**src/rtl/program_loader_pkg.sv**
```systemverilog
// Shared types and constants for the serial program loader.
package program_loader_pkg;

    localparam logic [7:0]  SYNC_BYTE = 8'hA5;
    localparam int unsigned WORD_W    = 32;
    localparam int unsigned COUNT_W   = 16;

    typedef enum logic [2:0] {
        IDLE,
        COUNT_LO,
        COUNT_HI,
        PAYLOAD,
        CHECKSUM,
        ERROR
    } loader_state_e;

    typedef enum logic [1:0] {
        RX_IDLE,
        RX_START,
        RX_DATA,
        RX_STOP
    } rx_state_e;

endpackage

```
**src/rtl/program_loader_uart_byte_receiver.sv**
```systemverilog
// 8N1 UART byte receiver: synchronizes rx, validates the start bit at mid-bit,
// samples data LSB first and reports each byte or a framing error as a one-cycle pulse.
module uart_byte_receiver
    import program_loader_pkg::*;
#(
    parameter int unsigned CLKS_PER_BIT = 104
) (
    input  logic       clk,
    input  logic       rst_n,
    input  logic       rx,
    output logic       byte_valid,
    output logic [7:0] byte_data,
    output logic       framing_error
);

    localparam int unsigned CNT_W    = (CLKS_PER_BIT > 2) ? $clog2(CLKS_PER_BIT) : 1;
    localparam int unsigned HALF_CNT = CLKS_PER_BIT / 2 - 1;
    localparam int unsigned FULL_CNT = CLKS_PER_BIT - 1;

    rx_state_e        state_q, state_d;
    logic [CNT_W-1:0] cnt_q, cnt_d;
    logic [2:0]       bit_idx_q, bit_idx_d;
    logic [7:0]       shift_q, shift_d;
    logic             rx_meta, rx_sync, rx_prev;
    logic             byte_valid_d, framing_error_d;
    logic [7:0]       byte_data_d;

    // Two-flop synchronizer plus one delay stage for edge detection
    always_ff @(posedge clk or negedge rst_n) begin
        if (!rst_n) begin
            rx_meta <= 1'b1;
            rx_sync <= 1'b1;
            rx_prev <= 1'b1;
        end else begin
            rx_meta <= rx;
            rx_sync <= rx_meta;
            rx_prev <= rx_sync;
        end
    end

    always_ff @(posedge clk or negedge rst_n) begin
        if (!rst_n) begin
            state_q       <= RX_IDLE;
            cnt_q         <= '0;
            bit_idx_q     <= '0;
            shift_q       <= '0;
            byte_valid    <= 1'b0;
            byte_data     <= '0;
            framing_error <= 1'b0;
        end else begin
            state_q       <= state_d;
            cnt_q         <= cnt_d;
            bit_idx_q     <= bit_idx_d;
            shift_q       <= shift_d;
            byte_valid    <= byte_valid_d;
            byte_data     <= byte_data_d;
            framing_error <= framing_error_d;
        end
    end

    always_comb begin
        state_d         = state_q;
        cnt_d           = cnt_q + CNT_W'(1);
        bit_idx_d       = bit_idx_q;
        shift_d         = shift_q;
        byte_valid_d    = 1'b0;
        byte_data_d     = byte_data;
        framing_error_d = 1'b0;
        case (state_q)
            RX_IDLE: begin
                cnt_d = '0;
                if (rx_prev && !rx_sync) state_d = RX_START;
            end
            RX_START: begin
                if (cnt_q == CNT_W'(HALF_CNT)) begin
                    cnt_d     = '0;
                    bit_idx_d = '0;
                    state_d   = rx_sync ? RX_IDLE : RX_DATA;
                end
            end
            RX_DATA: begin
                if (cnt_q == CNT_W'(FULL_CNT)) begin
                    cnt_d     = '0;
                    shift_d   = {rx_sync, shift_q[7:1]};
                    bit_idx_d = bit_idx_q + 3'd1;
                    if (bit_idx_q == 3'd7) state_d = RX_STOP;
                end
            end
            RX_STOP: begin
                if (cnt_q == CNT_W'(FULL_CNT)) begin
                    cnt_d   = '0;
                    state_d = RX_IDLE;
                    if (rx_sync) begin
                        byte_valid_d = 1'b1;
                        byte_data_d  = shift_q;
                    end else begin
                        framing_error_d = 1'b1;
                    end
                end
            end
            default: state_d = RX_IDLE;
        endcase
    end

endmodule

```
**src/rtl/program_loader.sv**
```systemverilog
// Serial boot loader: parses sync/count/payload/checksum frames from the UART,
// writes 32-bit words to program memory and holds the core until a verified image.
module program_loader
    import program_loader_pkg::*;
#(
    parameter int unsigned CLKS_PER_BIT = 104,
    parameter logic [31:0] BASE_ADDRESS = 32'h0000_0000
) (
    input  logic              clk,
    input  logic              rst_n,
    input  logic              uart_rx,
    output logic              mem_write_enable,
    output logic [WORD_W-1:0] mem_write_address,
    output logic [WORD_W-1:0] mem_write_data,
    output logic              processor_hold,
    output logic              load_done,
    output logic              load_error
);

    logic       rx_byte_valid, rx_framing_error;
    logic [7:0] rx_byte;

    uart_byte_receiver #(.CLKS_PER_BIT(CLKS_PER_BIT)) u_rx (
        .clk           (clk),
        .rst_n         (rst_n),
        .rx            (uart_rx),
        .byte_valid    (rx_byte_valid),
        .byte_data     (rx_byte),
        .framing_error (rx_framing_error)
    );

    loader_state_e      state_q, state_d;
    logic [7:0]         count_lo_q, count_lo_d;
    logic [COUNT_W-1:0] words_left_q, words_left_d;
    logic [1:0]         byte_idx_q, byte_idx_d;
    logic [WORD_W-1:0]  word_q, word_d;
    logic [WORD_W-1:0]  addr_q, addr_d;
    logic [7:0]         xor_q, xor_d;
    logic               we_d, hold_d, done_d, err_d;
    logic [WORD_W-1:0]  wa_d, wd_d;

    always_ff @(posedge clk or negedge rst_n) begin
        if (!rst_n) begin
            state_q           <= IDLE;
            count_lo_q        <= '0;
            words_left_q      <= '0;
            byte_idx_q        <= '0;
            word_q            <= '0;
            addr_q            <= BASE_ADDRESS;
            xor_q             <= '0;
            mem_write_enable  <= 1'b0;
            mem_write_address <= '0;
            mem_write_data    <= '0;
            processor_hold    <= 1'b0;
            load_done         <= 1'b0;
            load_error        <= 1'b0;
        end else begin
            state_q           <= state_d;
            count_lo_q        <= count_lo_d;
            words_left_q      <= words_left_d;
            byte_idx_q        <= byte_idx_d;
            word_q            <= word_d;
            addr_q            <= addr_d;
            xor_q             <= xor_d;
            mem_write_enable  <= we_d;
            mem_write_address <= wa_d;
            mem_write_data    <= wd_d;
            processor_hold    <= hold_d;
            load_done         <= done_d;
            load_error        <= err_d;
        end
    end

    always_comb begin
        state_d      = state_q;
        count_lo_d   = count_lo_q;
        words_left_d = words_left_q;
        byte_idx_d   = byte_idx_q;
        word_d       = word_q;
        addr_d       = addr_q;
        xor_d        = xor_q;
        we_d         = 1'b0;
        wa_d         = mem_write_address;
        wd_d         = mem_write_data;
        hold_d       = processor_hold;
        done_d       = 1'b0;
        err_d        = load_error;
        // ERROR already carries the sticky flag, so it ignores framing errors like IDLE
        if (rx_framing_error && state_q != IDLE && state_q != ERROR) begin
            err_d   = 1'b1;
            state_d = ERROR;
        end else if (rx_byte_valid) begin
            case (state_q)
                IDLE, ERROR: begin
                    if (rx_byte == SYNC_BYTE) begin
                        state_d = COUNT_LO;
                        err_d   = 1'b0;
                        hold_d  = 1'b1;
                    end
                end
                COUNT_LO: begin
                    count_lo_d = rx_byte;
                    xor_d      = '0;
                    byte_idx_d = '0;
                    addr_d     = BASE_ADDRESS;
                    state_d    = COUNT_HI;
                end
                COUNT_HI: begin
                    words_left_d = {rx_byte, count_lo_q};
                    xor_d        = '0;
                    byte_idx_d   = '0;
                    addr_d       = BASE_ADDRESS;
                    state_d      = ({rx_byte, count_lo_q} == '0) ? CHECKSUM : PAYLOAD;
                end
                PAYLOAD: begin
                    xor_d = xor_q ^ rx_byte;
                    word_d[{byte_idx_q, 3'b000} +: 8] = rx_byte;
                    byte_idx_d = byte_idx_q + 2'd1;
                    if (byte_idx_q == 2'd3) begin
                        we_d         = 1'b1;
                        wa_d         = addr_q;
                        wd_d         = {rx_byte, word_q[23:0]};
                        addr_d       = addr_q + 32'd4;
                        words_left_d = words_left_q - COUNT_W'(1);
                        if (words_left_q == COUNT_W'(1)) state_d = CHECKSUM;
                    end
                end
                CHECKSUM: begin
                    if (rx_byte == xor_q) begin
                        done_d  = 1'b1;
                        hold_d  = 1'b0;
                        state_d = IDLE;
                    end else begin
                        err_d   = 1'b1;
                        state_d = ERROR;
                    end
                end
                default: state_d = IDLE;
            endcase
        end
    end

endmodule
```
**config.mk**
```make
export PLATFORM = sky130hd
export DESIGN_NAME = program_loader
export DESIGN_NICKNAME = d
export VERILOG_FILES = /design/src/rtl/program_loader_pkg.sv /design/src/rtl/program_loader_uart_byte_receiver.sv /design/src/rtl/program_loader.sv
export SDC_FILE = /design/constraint.sdc
export NUM_CORES = 1
export LEC_CHECK = 0
export CORE_MARGIN = 5
export CORE_UTILIZATION = 25
export CTS_CLUSTER_SIZE = 16
export DETAILED_ROUTE_END_ITERATION = 7
export DONT_BUFFER_PORTS = 1
export PLACE_DENSITY_LB_ADDON = 0.08
export SLEW_MARGIN = 20
export SYNTH_ARGS = -nofsm -noshare
export SYNTH_HDL_FRONTEND = slang
export SYNTH_HIERARCHICAL = 1
export SYNTH_SLANG_ARGS = --single-unit
export TNS_END_PERCENT = 10
```
**constraint.sdc**
```tcl
create_clock -name clk -period 6.5 [get_ports clk]
set_input_delay 0.65 -clock clk [delete_from_list [all_inputs] [get_ports clk]]
set_output_delay 0.65 -clock clk [all_outputs]
set_load 0.02 [all_outputs]
```
==> results.cfg <==
[synth]
synth_top_family_by_area = simple AND/OR/NAND/NOR gates
yosys.area_share.simple = 0.2393
synth_flop_cell = dfrtp_1
avgSynthCellArea_sq_um = 9.542
synth_top_area_frac = 0.5389
synthAdderAreaFrac = 0.01700
ys_ff_latch = 190
syn_inst = 910
yosysWarnings = 6
synth-compound-area-share = 0.09135
synth_most_common_cell = nand2_1
ys_async_sr_fraction = 1.000
yosysTopAreaCell = dfrtp_1
netlist_area_sq_um = 8683
synth.yosys.seq_area_share = 0.5480
synth_xor_area_frac = 0.03530
synth-edff-count = 0
ys_top_cells_by_area = dfrtp_1, nand2_1, o21ai_0
synthDistinctLibCells = 70
synthTopCellsByCount = nand2_1, dfrtp_1, o21ai_0
muxShareOfSynthArea = 0.03501

[cts]
post_cts_resized = 0
cts_buffers = 17
clockRootBuffer = clkbuf_16
clock_path_buffers = 2
cts_tree = done
clk_latency_ps = 450
clk_pin_slew_ps = 70
cts_htree_levels = 4
cts.sink_count = 190

[detailed_routing]
via_per_inst = 4.525
vias = 6136
drtPass1Iterations = 4
detail_route.wirelength_mm = 23.19
drc = 0
drtIter0Drc = 333
final_antenna_net_count = 0
wl_per_cell_um = 17.10

[grt]
overflow = 0
antenna_found_initial = 0
grt_usage = 0.1228
grt_pass1_wl_mm = 37.49
grt_pass1_vias = 6394
grt_max_degree = 188

[worst_setup_path]
cp-startpoint = state_q[2]
r2r-end = mem_write_data[13]
r2r_slack_ps = 3600
ff2ff_path_depth = 7
cp_max_fo = 61
crit_required_ps = 6880
crit_end = mem_write_data[13]
cp-start-kind = flip-flop
crit_type = reg2reg
arrival_ps = 3280
worstReg2RegStart = state_q[2]
critPathCaptureType = flip-flop

[sta]
post-route-period-util = 0.4460
grt_setup_unrepaired = false
final_max_slew_viol_count = 0
max_freq_ghz = 0.3449
setup_viol = 0
fin_crit_ps = 2899
worstMarginPinSlew_ps = 1022
final.setup.tns_ps = 0
finalClockSkew_ps = 15.48
hold_violations = 0
slew_headroom = 0.3171

[floorplanning]
ios = 71
die_height_um = 196.4
die_area_sq_um = 38560
start_util = 0.2520
chipWidth_um = 196.4
row_count = 68
coreArea_sq_um = 34460

[pwr]
p_leak_nw = 4.601
p_per_area_nw_per_um2 = 261.1
ir_worst_vdd_uv = 191.4

[placement]
dp.cells = 1323
gp_congestion = 0.7193
io_buffer_count = 0
place_hpwl_mm = 14.27

[finish]
diodes = 0
final_nets = 902
area_growth_pct = 12.77
drive_gt1_frac = 0.09989
finalNonFillerCells = 1356
fillCellCount = 3668

[job]
maxCapViolCount = 0

[hold_path]
hold_path.class = in2async

[status]
status = complete, no violations
[per-stage QoR]
| stage | total power [W] | instance area, sq um | util | hold WS, ps | setup slack (ps) |
|---|---|---|---|---|---|
| after detailed placement | 0.001365 | 9109 | 0.2643 | 353.4 | 3536 |
| after global routing | 0.002669 | 9792 | 0.2842 | 14.04 | 3312 |
| final | 0.002557 | 9792 | 0.2842 | 51.10 | 3601 |
| after CTS | 0.002612 | 9792 | 0.2842 | 16.95 | 3520 |
| after floorplan | 0.001345 | 8687 | - | 345.2 | 4326 |
| after global placement | 0.001367 | 9109 | 0.2643 | 349.3 | 3614 |
[final cells by class]
| cell class | count | area [sq um] | share of cell area |
|---|---|---|---|
| Inverter | 18 | 67.56 | 0.006900 |
| Clock inverter | 12 | 209.0 | 0.02134 |
| Multi-Input combinational cell | 653 | 3661 | 0.3739 |
| Timing Repair Buffer | 8 | 80.08 | 0.008178 |
| Clock buffer | 20 | 446.7 | 0.04562 |
| Sequential cell | 190 | 4758 | 0.4859 |
| Tap cell | 455 | 569.3 | 0.05814 |
[cell usage in the layout, fill, tap and decap left out, types with 15 or more instances in the layout]
cell type,netlist,layout
nand2_1,268,267
inv_1,17,17
nand4_1,15,15
clkbuf_16,0,17
o21ai_0,71,71
nor2_1,41,41
mux2_2,26,26
a21oi_1,32,32
nand3_1,24,24
xor2_1,29,29
dfrtp_1,187,187
[timing repair]
action                                 4_1_cts  5_1_grt
endpoints found under the hold margin      187        0
hold buffers                                 1        0
setup buffers                                0        0
[worst min-delay path by stage]
stage,from,to,slack [ps],cells past startpoint
after global routing,rst_n,u_rx/rx_meta,10,0
final,rst_n,u_rx/rx_meta,50,0
after detailed placement,u_rx/rx_meta,u_rx/rx_sync,350,0
after global placement,u_rx/rx_meta,u_rx/rx_sync,350,0
after CTS,rst_n,u_rx/rx_meta,20,0
after floorplan,rst_n,addr_q[10],350,0
[power breakdown]
part / total [W] / internal (W) / switching [W] / leakage [nW]
Sequential: 0.00125 / 0.00121 / 0.0000394 / 2.63
Combinational: 0.000119 / 0.0000467 / 0.0000724 / 1.66
Clock: 0.00119 / 0.000699 / 0.000493 / 0.311
[cells by family after synthesis]
group | after synthesis
muxes | 27
AOI/OAI and AO/OA | 136
buffers and inverters | 68
other | 1
adders and majority gates | 12
DFF | 190
xor gates and xnor gates | 35
and+or+nand+nor | 441
[worst max-delay path: stages, from the launching register on]
cell,delay [ps]
dfrtp_1,480
or3b_1,580
nor3_2,760
nand2_2,120
inv_2,70
buf_4,560
nand2_1,170
nand2_1,90
[state kept, by name, indices dropped and copies added, names as in the netlist, 16 cells and up]
name,flops
mem_write_data,32
words_left_q,16
word_q,24
addr_q,30
mem_write_address,30
[layer usage]
metal	vias to the layer above	wire, um	track usage
met5	-	0	0
met4	0	231	0.03026
met3	16	811	0.03248
met2	67	10830	0.1993
met1	3022	11320	0.1644
li1	3031	-	-
Note: power is estimated with default switching activity, not from simulation.
==> patch: new RTL, config.mk and constraints unchanged <==
The output `load_done` loses its register stage (`load_done` becomes a continuous assignment).
--- a/src/rtl/program_loader.sv
+++ b/src/rtl/program_loader.sv
@@ -52,7 +52,6 @@
             mem_write_address <= '0;
             mem_write_data    <= '0;
             processor_hold    <= 1'b0;
-            load_done         <= 1'b0;
             load_error        <= 1'b0;
         end else begin
             state_q           <= state_d;
@@ -66,10 +65,11 @@
             mem_write_address <= wa_d;
             mem_write_data    <= wd_d;
             processor_hold    <= hold_d;
-            load_done         <= done_d;
             load_error        <= err_d;
         end
     end
+
+    assign load_done = done_d;
 
     always_comb begin
         state_d      = state_q;
Behaviour: same outputs for any inputs over 10 cycles, from zero or initial values and one cycle with rst_n low; that may be too few to reach the edited logic, so the function may still have changed.
==> patch against the unedited design <==
  * Via count grew 0.36%
  * Highest routed layer unchanged
  * Worst setup slack lost 0.36 ns
  * Global-route usage shrank 0.090 points
  * Clock skew shrank 0.0019 ns
  * Largest power group unchanged
  * Clock power shrank 10%
  * Routed wire length shrank 0.16%
  * Synthesized area shrank 0.29%
  * Power shrank 4.8%
  * Design area shrank 0.60%
  * Sequential cell count shrank 1
  * Non-clock buffer count grew 3
==> patch: results (changes against the unedited design) <==
.. list-table::
   :header-rows: 1

   * - Metric
     - Value
   * - Initial drt markers
     - 381 (was 333)
   * - Transition time at the pin with the least slew margin
     - 0.877 ns (was 1.02 ns)
   * - Detailed-placement wirelength estimate
     - 14200 microns (was 14300 microns)
   * - Lkg Pwr
     - 0.00457 uW (was 0.00460 uW)
   * - Count of nets after finishing
     - 904 (was 902)
   * - Number of non-filler instances in the completed layout
     - 1358 (was 1356)
   * - Portion of the post-synthesis area used by sequential elements
     - 54.7% (was 54.8%)
   * - Worst r2r path cells
     - 8 (was 7)
   * - Min Hold Slack
     - 0.0551 ns (was 0.0511 ns)
   * - Share of the synthesized area in compound gates (AO/OA/AOI/OAI)
     - 9.16% (was 9.14%)
   * - Vias in the first global route
     - 6183 (was 6394)
   * - CTS Hold Bufs
     - 1 (unchanged)
   * - Result of the run
     - finished, final reports clean (unchanged)
   * - IR Drop Worst-Case VDD
     - 0.176 mV (was 0.191 mV)
   * - Maximum number of pins on one net before global-route repair
     - 187 (was 188)
   * - Post-cts resize count
     - 0 (unchanged)
   * - Wire length of the first global-routing pass
     - 36900 microns (was 37500 microns)
   * - Met1 capacity usage during global routing
     - 16.8% (was 16.4%)
   * - Final clock skew
     - 0.0136 ns (was 0.0155 ns)
   * - Xor and xnor fraction of the mapped netlist area
     - 3.54% (was 3.53%)
   * - Fraction of layout cells with a size suffix above 1
     - 10.1% (was 9.99%)
   * - Via total after detailed routing
     - 6158 (was 6136)
   * - Global placer's final weighted congestion
     - 0.727 (was 0.719)
   * - Reg2reg setup slack
     - 3.24 ns (was 3.60 ns)
   * - Filler cell count in the final layout
     - 3683 (was 3668)
   * - Largest stage delay, worst path
     - 0.72 ns (was 0.76 ns)
   * - Global-route usage over all layers
     - 12.2% (was 12.3%)
   * - Largest fanout on the critical path
     - 66 (was 61)
   * - Met3 track demand over resource in global routing
     - 3.55% (was 3.25%)
   * - Worst Path Arrival
     - 3.65 ns (was 3.28 ns)
   * - Clock edge transition at the registers on the reported setup and hold paths
     - 0.07 ns (about the same)
   * - Top cells by instance count after synthesis
     - 268 x sky130_fd_sc_hd__nand2_1, 186 x sky130_fd_sc_hd__dfrtp_1, 71 x sky130_fd_sc_hd__o21ai_0, 41 x sky130_fd_sc_hd__nor2_1, 37 x sky130_fd_sc_hd__clkbuf_1 (was 268 x sky130_fd_sc_hd__nand2_1, 187 x sky130_fd_sc_hd__dfrtp_1, 71 x sky130_fd_sc_hd__o21ai_0, 41 x sky130_fd_sc_hd__nor2_1, 37 x sky130_fd_sc_hd__clkbuf_1)
   * - Mean Syn Cell Area
     - 9.53 sq um (was 9.54 sq um)
   * - End of the worst register-to-register path
     - mem_write_data[10]$_DFFE_PN0P_ (was mem_write_data[13]$_DFFE_PN0P_)
   * - Worst min-delay path category
     - input pin to async pin (unchanged)
   * - Area contributors post-synth
     - sky130_fd_sc_hd__dfrtp_1 54%, sky130_fd_sc_hd__nand2_1 12%, sky130_fd_sc_hd__o21ai_0 4.1% (unchanged)
patch: changes by cell type after synthesis, sizes merged:
cell | unedited run | this run
dfrtp | 187 | 186
patch: cell type report:
cell class                 count  area (sq um)  share of cell area, %
timing repair buffer          11           123                   1.26
clock inverter                 9           111                   1.14
clock buffer                  23           468                   4.81
sequential                   189          4730                   48.6
inverter                      18          67.6                  0.694
tap                          455           569                   5.85
multi-input combinational    653          3660                   37.6
patch: how the worst max path moves through the flow:
stage	startpoint	end	slack [ns]	cells after the start
global placement	state_q[2]$_DFFE_PN0P_	mem_write_data[10]$_DFFE_PN0P_	3.18	8
CTS	state_q[2]$_DFFE_PN0P_	mem_write_data[10]$_DFFE_PN0P_	3.09	8
finish	state_q[2]$_DFFE_PN0P_	mem_write_data[10]$_DFFE_PN0P_	3.24	8
detailed placement	state_q[2]$_DFFE_PN0P_	mem_write_data[10]$_DFFE_PN0P_	3.10	8
floorplan	u_rx/byte_data[6]$_DFFE_PN0P_	load_done	4.31	5
global route	state_q[2]$_DFFE_PN0P_	mem_write_address[14]$_DFFE_PN0P_	2.88	8
patch: metal layers:
metal / wire (microns) / share of wire [%]
met1: 11300 / 49
met2: 10500 / 46
met3: 979 / 4.2
met4: 312 / 1.3
met5: 0 / 0
patch: power breakdown:
| group | switching, uW | internal [uW] |
|---|---|---|
| Clock | 481 | 590 |
| Sequential | 37.3 | 1200 |
| Combinational | 75.1 | 48.6 |
| Total | 594 | 1840 |
patch: through the flow:
stage / setup WS [ns] / area (sq um)
finish: 3.24 / 9730
detailed placement: 3.10 / 9090
CTS: 3.09 / 9700
floorplan: 4.31 / 8660
global placement: 3.18 / 9090
global route: 2.88 / 9730
